## src/rtl/hazard_stall_ctrl_if.sv

```systemverilog
// ============================================================================
// hazard_stall_ctrl_if : D/E/M hazard operands and pipeline control outputs
// Revision: 1.0
// ============================================================================
`default_nettype none

interface hazard_stall_ctrl_if;
  logic [4:0] rs_D;
  logic [4:0] rt_D;
  logic [1:0] tuse_rs;
  logic [1:0] tuse_rt;
  logic [4:0] a3_E;
  logic [1:0] tnew_E;
  logic [4:0] a3_M;
  logic [1:0] tnew_M;
  logic       md_use_D;
  logic       md_start_E;
  logic       md_is_div_E;
  logic       pc_en;
  logic       ifid_en;
  logic       idex_clr;
  logic       md_busy;

  modport master (
    output rs_D, rt_D, tuse_rs, tuse_rt, a3_E, tnew_E, a3_M, tnew_M,
    output md_use_D, md_start_E, md_is_div_E,
    input  pc_en, ifid_en, idex_clr, md_busy
  );

  modport slave (
    input  rs_D, rt_D, tuse_rs, tuse_rt, a3_E, tnew_E, a3_M, tnew_M,
    input  md_use_D, md_start_E, md_is_div_E,
    output pc_en, ifid_en, idex_clr, md_busy
  );
endinterface

`default_nettype wire

```

## src/rtl/hazard_stall_ctrl.sv

```systemverilog
// ============================================================================
// hazard_stall_ctrl : Tuse/Tnew stall and mult/div busy control, stall counter
// Revision: 1.0
// ============================================================================
`default_nettype none

module hazard_stall_ctrl #(
  parameter int MULT_CYCLES = 5,
  parameter int DIV_CYCLES  = 10,
  parameter int CNT_W       = 32
) (
  input  wire logic             clk,
  input  wire logic             reset,
  hazard_stall_ctrl_if.slave    hz,
  output logic [CNT_W-1:0]      stall_cnt
);

  localparam int MAX_CYC = (DIV_CYCLES > MULT_CYCLES) ? DIV_CYCLES : MULT_CYCLES;
  localparam int BW      = $clog2(MAX_CYC + 1);

  logic [BW-1:0]    r_busy_cnt;
  logic [CNT_W-1:0] r_stall_cnt;
  logic             w_md_busy;
  logic             w_stall_rs_E;
  logic             w_stall_rs_M;
  logic             w_stall_rt_E;
  logic             w_stall_rt_M;
  logic             w_stall_md;
  logic             w_stall;

  assign w_md_busy = (r_busy_cnt != '0);

  // A producer stalls D only when its result arrives later than D needs it.
  assign w_stall_rs_E = (hz.rs_D == hz.a3_E) && (hz.a3_E != 5'd0) && (hz.tuse_rs < hz.tnew_E);
  assign w_stall_rs_M = (hz.rs_D == hz.a3_M) && (hz.a3_M != 5'd0) && (hz.tuse_rs < hz.tnew_M);
  assign w_stall_rt_E = (hz.rt_D == hz.a3_E) && (hz.a3_E != 5'd0) && (hz.tuse_rt < hz.tnew_E);
  assign w_stall_rt_M = (hz.rt_D == hz.a3_M) && (hz.a3_M != 5'd0) && (hz.tuse_rt < hz.tnew_M);
  assign w_stall_md   = hz.md_use_D && (w_md_busy || hz.md_start_E);

  assign w_stall = w_stall_rs_E | w_stall_rs_M | w_stall_rt_E | w_stall_rt_M | w_stall_md;

  assign hz.pc_en    = ~w_stall;
  assign hz.ifid_en  = ~w_stall;
  assign hz.idex_clr = w_stall;
  assign hz.md_busy  = w_md_busy;
  assign stall_cnt   = r_stall_cnt;

  // A new issue reloads even if the unit is still counting down.
  always_ff @(posedge clk or negedge reset) begin
    if (!reset) begin
      r_busy_cnt <= '0;
    end else if (hz.md_start_E) begin
      r_busy_cnt <= hz.md_is_div_E ? BW'(DIV_CYCLES) : BW'(MULT_CYCLES);
    end else if (r_busy_cnt != '0) begin
      r_busy_cnt <= r_busy_cnt - BW'(1);
    end
  end

  always_ff @(posedge clk or negedge reset) begin
    if (!reset) begin
      r_stall_cnt <= '0;
    end else if (w_stall) begin
      r_stall_cnt <= r_stall_cnt + CNT_W'(1);
    end
  end

endmodule

`default_nettype wire

```

## src/flat_wrapper.sv

```systemverilog
// flat-port wrapper written by rule: the top's interface ports become plain ports
module hazard_stall_ctrl_flat 
#(
  parameter int MULT_CYCLES = 5,
  parameter int DIV_CYCLES  = 10,
  parameter int CNT_W       = 32
)
  (clk, reset, stall_cnt, hz_rs_D, hz_rt_D, hz_tuse_rs, hz_tuse_rt, hz_a3_E, hz_tnew_E, hz_a3_M, hz_tnew_M, hz_md_use_D, hz_md_start_E, hz_md_is_div_E, hz_pc_en, hz_ifid_en, hz_idex_clr, hz_md_busy);
  hazard_stall_ctrl_if hz_i ();
  input  wire logic clk;
  input  wire logic reset;
  output logic [CNT_W-1:0] stall_cnt;
  input wire logic [$bits(hz_i.rs_D)-1:0] hz_rs_D;
  input wire logic [$bits(hz_i.rt_D)-1:0] hz_rt_D;
  input wire logic [$bits(hz_i.tuse_rs)-1:0] hz_tuse_rs;
  input wire logic [$bits(hz_i.tuse_rt)-1:0] hz_tuse_rt;
  input wire logic [$bits(hz_i.a3_E)-1:0] hz_a3_E;
  input wire logic [$bits(hz_i.tnew_E)-1:0] hz_tnew_E;
  input wire logic [$bits(hz_i.a3_M)-1:0] hz_a3_M;
  input wire logic [$bits(hz_i.tnew_M)-1:0] hz_tnew_M;
  input wire logic [$bits(hz_i.md_use_D)-1:0] hz_md_use_D;
  input wire logic [$bits(hz_i.md_start_E)-1:0] hz_md_start_E;
  input wire logic [$bits(hz_i.md_is_div_E)-1:0] hz_md_is_div_E;
  output wire logic [$bits(hz_i.pc_en)-1:0] hz_pc_en;
  output wire logic [$bits(hz_i.ifid_en)-1:0] hz_ifid_en;
  output wire logic [$bits(hz_i.idex_clr)-1:0] hz_idex_clr;
  output wire logic [$bits(hz_i.md_busy)-1:0] hz_md_busy;
  assign hz_i.rs_D = hz_rs_D;
  assign hz_i.rt_D = hz_rt_D;
  assign hz_i.tuse_rs = hz_tuse_rs;
  assign hz_i.tuse_rt = hz_tuse_rt;
  assign hz_i.a3_E = hz_a3_E;
  assign hz_i.tnew_E = hz_tnew_E;
  assign hz_i.a3_M = hz_a3_M;
  assign hz_i.tnew_M = hz_tnew_M;
  assign hz_i.md_use_D = hz_md_use_D;
  assign hz_i.md_start_E = hz_md_start_E;
  assign hz_i.md_is_div_E = hz_md_is_div_E;
  assign hz_pc_en = hz_i.pc_en;
  assign hz_ifid_en = hz_i.ifid_en;
  assign hz_idex_clr = hz_i.idex_clr;
  assign hz_md_busy = hz_i.md_busy;
  hazard_stall_ctrl #(.MULT_CYCLES(MULT_CYCLES), .DIV_CYCLES(DIV_CYCLES), .CNT_W(CNT_W)) u_core (.clk(clk), .reset(reset), .hz(hz_i), .stall_cnt(stall_cnt));
endmodule
```

## config.mk

```make
export PLATFORM = sky130hd
export DESIGN_NAME = hazard_stall_ctrl_flat
export DESIGN_NICKNAME = d
export VERILOG_FILES = /design/src/rtl/hazard_stall_ctrl_if.sv /design/src/rtl/hazard_stall_ctrl.sv /design/src/flat_wrapper.sv
export SDC_FILE = /design/constraint.sdc
export NUM_CORES = 1
export LEC_CHECK = 0
export CORE_MARGIN = 2
export CORE_UTILIZATION = 45
export DETAILED_ROUTE_END_ITERATION = 16
export GPL_TIMING_DRIVEN = 0
export PLACE_DENSITY = 0.78
export SLEW_MARGIN = 0
export SYNTH_ARGS = -nofsm -noshare
export SYNTH_HDL_FRONTEND = slang
export SYNTH_SLANG_ARGS = --single-unit
```

## constraint.sdc

```tcl
create_clock -name clk -period 2.7 [get_ports clk]
set_input_delay 0.54 -clock clk [delete_from_list [all_inputs] [get_ports clk]]
set_output_delay 0.54 -clock clk [all_outputs]
set_load 0.01 [all_outputs]
```

* Word level (Yosys, flattened, before mapping)
Cells that the tools add are included.
** Word-level totals
- Bits in writable memories :: 0
- Bits of input ports :: 33
- Word-level logic and storage cells :: 34
- ROM bits :: 0
- Memories :: 0
- Bits in latches :: 0
- Bits in registers :: 36
- Output and inout bits :: 36
** Cells by class
- Mux-type cells :: 3
- Magnitude comparators :: 4
- Divide/modulo/power cells :: 0
- Shift operators :: 0
- Add/subtract/negate cells :: 2
- Equality and inequality tests :: 4
- Multipliers :: 0
- Reduce and logical (&&, ||, !) cells :: 14
- Bitwise logic cells :: 5
** Operators with widths (count)
- $add 32x1->32 const B :: 1
- $eq 5x5->1 :: 4
- $mux 4 :: 3
- $reduce_bool 5->1 :: 2
- $logic_and 1x1->1 :: 9
- $lt 2x2->1 :: 4
- $or 1x1->1 :: 4
- $reduce_bool 4->1 :: 1
- $sub 4x1->4 const B :: 1
- $reduce_bool 2->1 :: 1
- $logic_or 1x1->1 :: 1
- $not 1->1 :: 1

* Longest topological paths before layout
- Depth after elaboration :: 8
- Depth in mapped cells :: 9

* Least setup slack after synthesis
Ideal clock, no wire load.
- Kind :: input-to-output
- Start :: in hz_tnew_M[1]
- End :: out hz_pc_en
- Data required time :: 2160 ps
- Setup slack :: 217 ps
- Stages on the path :: 9
- Buffers on the path :: 2
- Arrival time :: 1943 ps
- Cell sequence :: inv_1 > ha_1 > a2111oi_2 > nand4_1 > o2bb2ai_2 > nand3_4 > buf_4 > inv_1 > buf_4
** Between the ends
- Longest elaborated chain between the ends :: 7
- Elaborated cells between the ends (all ways) :: 9
** Ends and longest elaborated chain
- start: declaration :: line flat_wrapper.sv:20 : input wire logic [$bits(hz_i.tnew_M)-1:0] hz_tnew_M;
- $lt 2x2->1 :: line hazard_stall_ctrl.sv:35 : assign w_stall_rs_M = (hz.rs_D == hz.a3_M) && (hz.a3_M != 5'd0) && (hz.tuse_rs < hz.tnew_M);
- $logic_and 1x1->1 :: line hazard_stall_ctrl.sv:35
- $or 1x1->1 (2 in a row) :: line hazard_stall_ctrl.sv:40 : assign w_stall = w_stall_rs_E | w_stall_rs_M | w_stall_rt_E | w_stall_rt_M | w_stall_md;
- $or 1x1->1 (*) (2 in a row) :: line hazard_stall_ctrl.sv:40
- via hz_idex_clr :: line flat_wrapper.sv:26 : output wire logic [$bits(hz_i.idex_clr)-1:0] hz_idex_clr;
- $not 1->1 (*)
- end: declaration :: line flat_wrapper.sv:24 : output wire logic [$bits(hz_i.pc_en)-1:0] hz_pc_en;
The timed path passes the listed nets; every way through them passes the cells marked *.

* Final worst setup path
- Start :: in hz_tnew_M[1]
- End :: out hz_pc_en
** Between the ends
- Longest elaborated chain between the ends :: 7
- Elaborated cells between the ends (all ways) :: 9
** Ends and longest elaborated chain
- $lt 2x2->1 :: line hazard_stall_ctrl.sv:35
- $logic_and 1x1->1 :: line hazard_stall_ctrl.sv:35
- $or 1x1->1 (2 in a row) :: line hazard_stall_ctrl.sv:40
- $or 1x1->1 (*) (2 in a row) :: line hazard_stall_ctrl.sv:40
- $not 1->1 (*) :: line hazard_stall_ctrl.sv:42 : assign hz.pc_en = ~w_stall;
Mark *: on every way between the ends. The rest lies on a longest branch, timed or not.

==> run_results.csv <==
group,metric,value,unit
power,leakagePower,1.36,nW
clock_tree,ctsRootBufferMaster,"sky130_fd_sc_hd__clkbuf_8",
final_layout,share_of_layout_cells_above_drive_strength_1,16.6,%
flow_run,maxCapViolCount,0,
synth,synth_sequential_area_ratio,41.6,%
final_layout,layout.cells.most_common_list,"sky130_fd_sc_hd__clkdlybuf4s50_1, sky130_fd_sc_hd__dfrtp_1, sky130_fd_sc_hd__xnor2_1",
synth,yosys.cell_types.count,33,
final_layout,fill_cells,379,
critical_path,timing.critical_path.arrival,2080,ps
synth,adder_cell_fraction_of_synth_area,4.04,%
clock_tree,cts_tree,"yes",
routing,drt_wl_total,5140,um
grt,global_route.usage.total,20.3,%
final_layout,final_common_cell,"sky130_fd_sc_hd__clkdlybuf4s50_1",
routing,detail_route.vias_per_cell,5.37,
floorplan,fp.dieArea,5380,um2
synth,largest_family_of_logic_cells_by_synthesized_area,"simple AND/OR/NAND/NOR gates",
power,design_power_total,0.00153,W
synth,synth-simple-area-share,22.1,%
clock_tree,clockBufferDepth,2,
final_layout,regArea,901,um2
placement,routabilityCongestion,0.809,
synth,synth-xor-area-share,21.4,%
final_layout,areaGrowthSynthToFinish,44.0,%
critical_path,setup.worst_path.end_class,"output pin",
timing,worst_clock_skew,2.42,ps
synth,synth.top_cells.by_area,"sky130_fd_sc_hd__dfrtp_1, sky130_fd_sc_hd__xnor2_1, sky130_fd_sc_hd__xor2_1",
synth,synthMuxAreaShare,0.693,%
synth,synthesis.nets,250,
floorplan,die_w,73.4,um
grt,grt_pass1_vias,1827,
synth,synth_area_leader_cell,"sky130_fd_sc_hd__dfrtp_1",
critical_path,critical_path.slowest_cell,"sky130_fd_sc_hd__a2111oi_4",
grt,overflow,0,
final_layout,finalNonFillerCells,343,
critical_path,crit_path_cell_trace,"clkbuf_2 -> inv_4 -> ha_4 -> a2111oi_4 -> nand4_1 -> o2bb2ai_4 -> nand3_4 -> inv_2 -> buf_4 -> buf_6",
grt,maximum_number_of_pins_on_one_net_before_global_route_repair,37,
synth,syn_inst,210,
synth,synth-compound-area-share,6.64,%
grt,grt_pass1_wl,8520,um
floorplan,core_area,4690,um2
timing,max_slew_margin,47.2,%
placement,post-dp-hpwl,3700,um
grt,antenna_found_initial,0,
critical_path,crit_type,"in2out",
power,irDropWorstVdd,270,uV
routing,drc_errors,0,
synth,synth-warning-count,0,
timing,setup_viol,0,
routing,postRouteAntennaNets,0,
routing,drt-initial-drc-count,77,
synth,post_synth_instance_area,2170,um2
synth,synth_area_per_cell,10.3,um2
placement,dp_slack,-843,ps
critical_path,critical_path_peak_fanout,4,
timing,finalHoldViolations,0,
critical_path,highest_cell_delay_on_the_worst_timing_path,350,ps
routing,dr.pass1.iters,4,
floorplan,design.portCount,69,
power,power.density_cell_area,490,nW/um2
timing,timing_worst_slew_pin_value,791,ps
clock_tree,numCtsBuffers,5,
worst_hold_path,timing.hold.worst.class,"in2async",
final_layout,layout.core_utilization,66.5,%
clock_tree,cts-htree-levels,2,
placement,dpl_cell_area,2910,um2
timing,timing.final.max_slew_violations,0,
clock_tree,cts.sink_count,36,
timing,fin_crit_sh,97.0,%
critical_path,setup.worst_path.start_class,"input pin",
timing,max_freq,0.382,GHz
clock_tree,cts.hold.buffers_added,0,
synth,synth_seq_cells,36,
floorplan,initial_utilization,46.2,%
final_layout,post_route_cell_area,3120,um2
routing,wl_per_cell,15.0,um
placement,placement.io_buffers,68,
synth,synth_largest_type_area_fraction,41.6,%
timing,period_minus_slack,2620,ps
clock_tree,cts.reportedPaths.clkPinSlew,70,ps
status,status,"finished clean",
placement,placedCellCount,332,
critical_path,crit_required,2160,ps
floorplan,die_height,73.4,um
routing,via_count,1842,
floorplan,rows,25,
final_layout,final_net_count,329,
final_layout,antennaDiodeCount,0,
final_layout,area_occupied_by_multi_input_gates,1320,um2
timing,setup_slack,81.3,ps
clock_tree,latest_clock_arrival_within_the_worst_skew_pair,280,ps
[final timing paths]
path	from	endpoint	slack [ps]	depth (start not counted)
setup / recovery	hz_tnew_M[1]	hz_pc_en	80	10
hold / removal	reset	u_core.stall_cnt[9]	340	1
setup reg to reg	u_core.r_busy_cnt[1]	u_core.stall_cnt[1]	530	8
hold reg to reg	u_core.stall_cnt[31]	u_core.stall_cnt[31]	480	1
max in group asynchronous	reset	u_core.stall_cnt[25]	1860	1
min in group clk	u_core.stall_cnt[31]	u_core.stall_cnt[31]	480	1
[timing repair]
action                     CTS  global route
pin swaps                   12            11
hold endpoints to repair     0             0
gates resized for setup     46            24
setup endpoints to repair    3             3
cloned                       0             0
setup buffers                3             2
[cells in the mapped netlist, drive strengths merged]
cell and n:
mux2 1, nor3 5, nor3b 1, nor4 2
and2 2, inv 6, a31oi 3, dfrtp 36
o21ai 5, o21a 2, a21oi 1, a21o 1
and3 10, buf 7, nand2 18, nand2b 3
xnor2 35, a2111oi 2, or3 1, or4 2
nor2 7, nand3 12, and4 5, nand4 16
ha 7, xor2 18, o2bb2ai 2
[metal layers]
| metal | global-route usage (%) | routed length (um) | vias up |
|---|---|---|---|
| met5 | 0 | 0 | - |
| met4 | 6.67 | 64 | 0 |
| met3 | 5.08 | 252 | 7 |
| met2 | 33.6 | 2620 | 55 |
| met1 | 26.0 | 2200 | 892 |
| li1 | - | - | 888 |
[sequential cells by signal, indices dropped and copies added (netlist names)]
signal and count:
u_core.stall_cnt 32, u_core.r_busy_cnt 4
[metrics by stage]
stage	hold WS, ps	TNS, ps
floorplan	244	0
global placement	468	-2470
detailed placement	475	-2420
CTS	367	0
global route	405	-2.71
finish	339	0
[critical path: cells and delay by family]
family                   cells  cell delay (ps)
AO/OA/AOI/OAI                2              550
buffers and inverters        5              420
AND/OR/NAND/NOR              2              320
adder cells (fa/ha/maj)      1              240
[logic make-up after synthesis]
| group | Yosys count |
|---|---|
| buf+inv | 13 |
| compound gates | 16 |
| simple gates | 84 |
| mux | 1 |
| fa+ha+maj | 7 |
| flops | 36 |
| xor+xnor | 53 |
[final cells by class]
class / instances / area share [%]
multi-input cells: 161 / 42.4
flip-flops and latches: 36 / 28.9
repair buffers: 73 / 21.9
clock buffers: 6 / 2.33
well taps: 54 / 2.17
plain buffers: 6 / 1.44
inverters: 6 / 0.802
clock inverters: 1 / 0.160
[power breakdown]
part / internal (W) / switching [W] / leakage (nW) / total, W
combinational: 0.000270 / 0.000204 / 0.838 / 0.000474
clock: 0.000175 / 0.000180 / 0.0410 / 0.000355
sequential: 0.000609 / 0.0000901 / 0.478 / 0.000699
total: 0.00105 / 0.000474 / 1.36 / 0.00153
(Power assumes the default switching activity.)
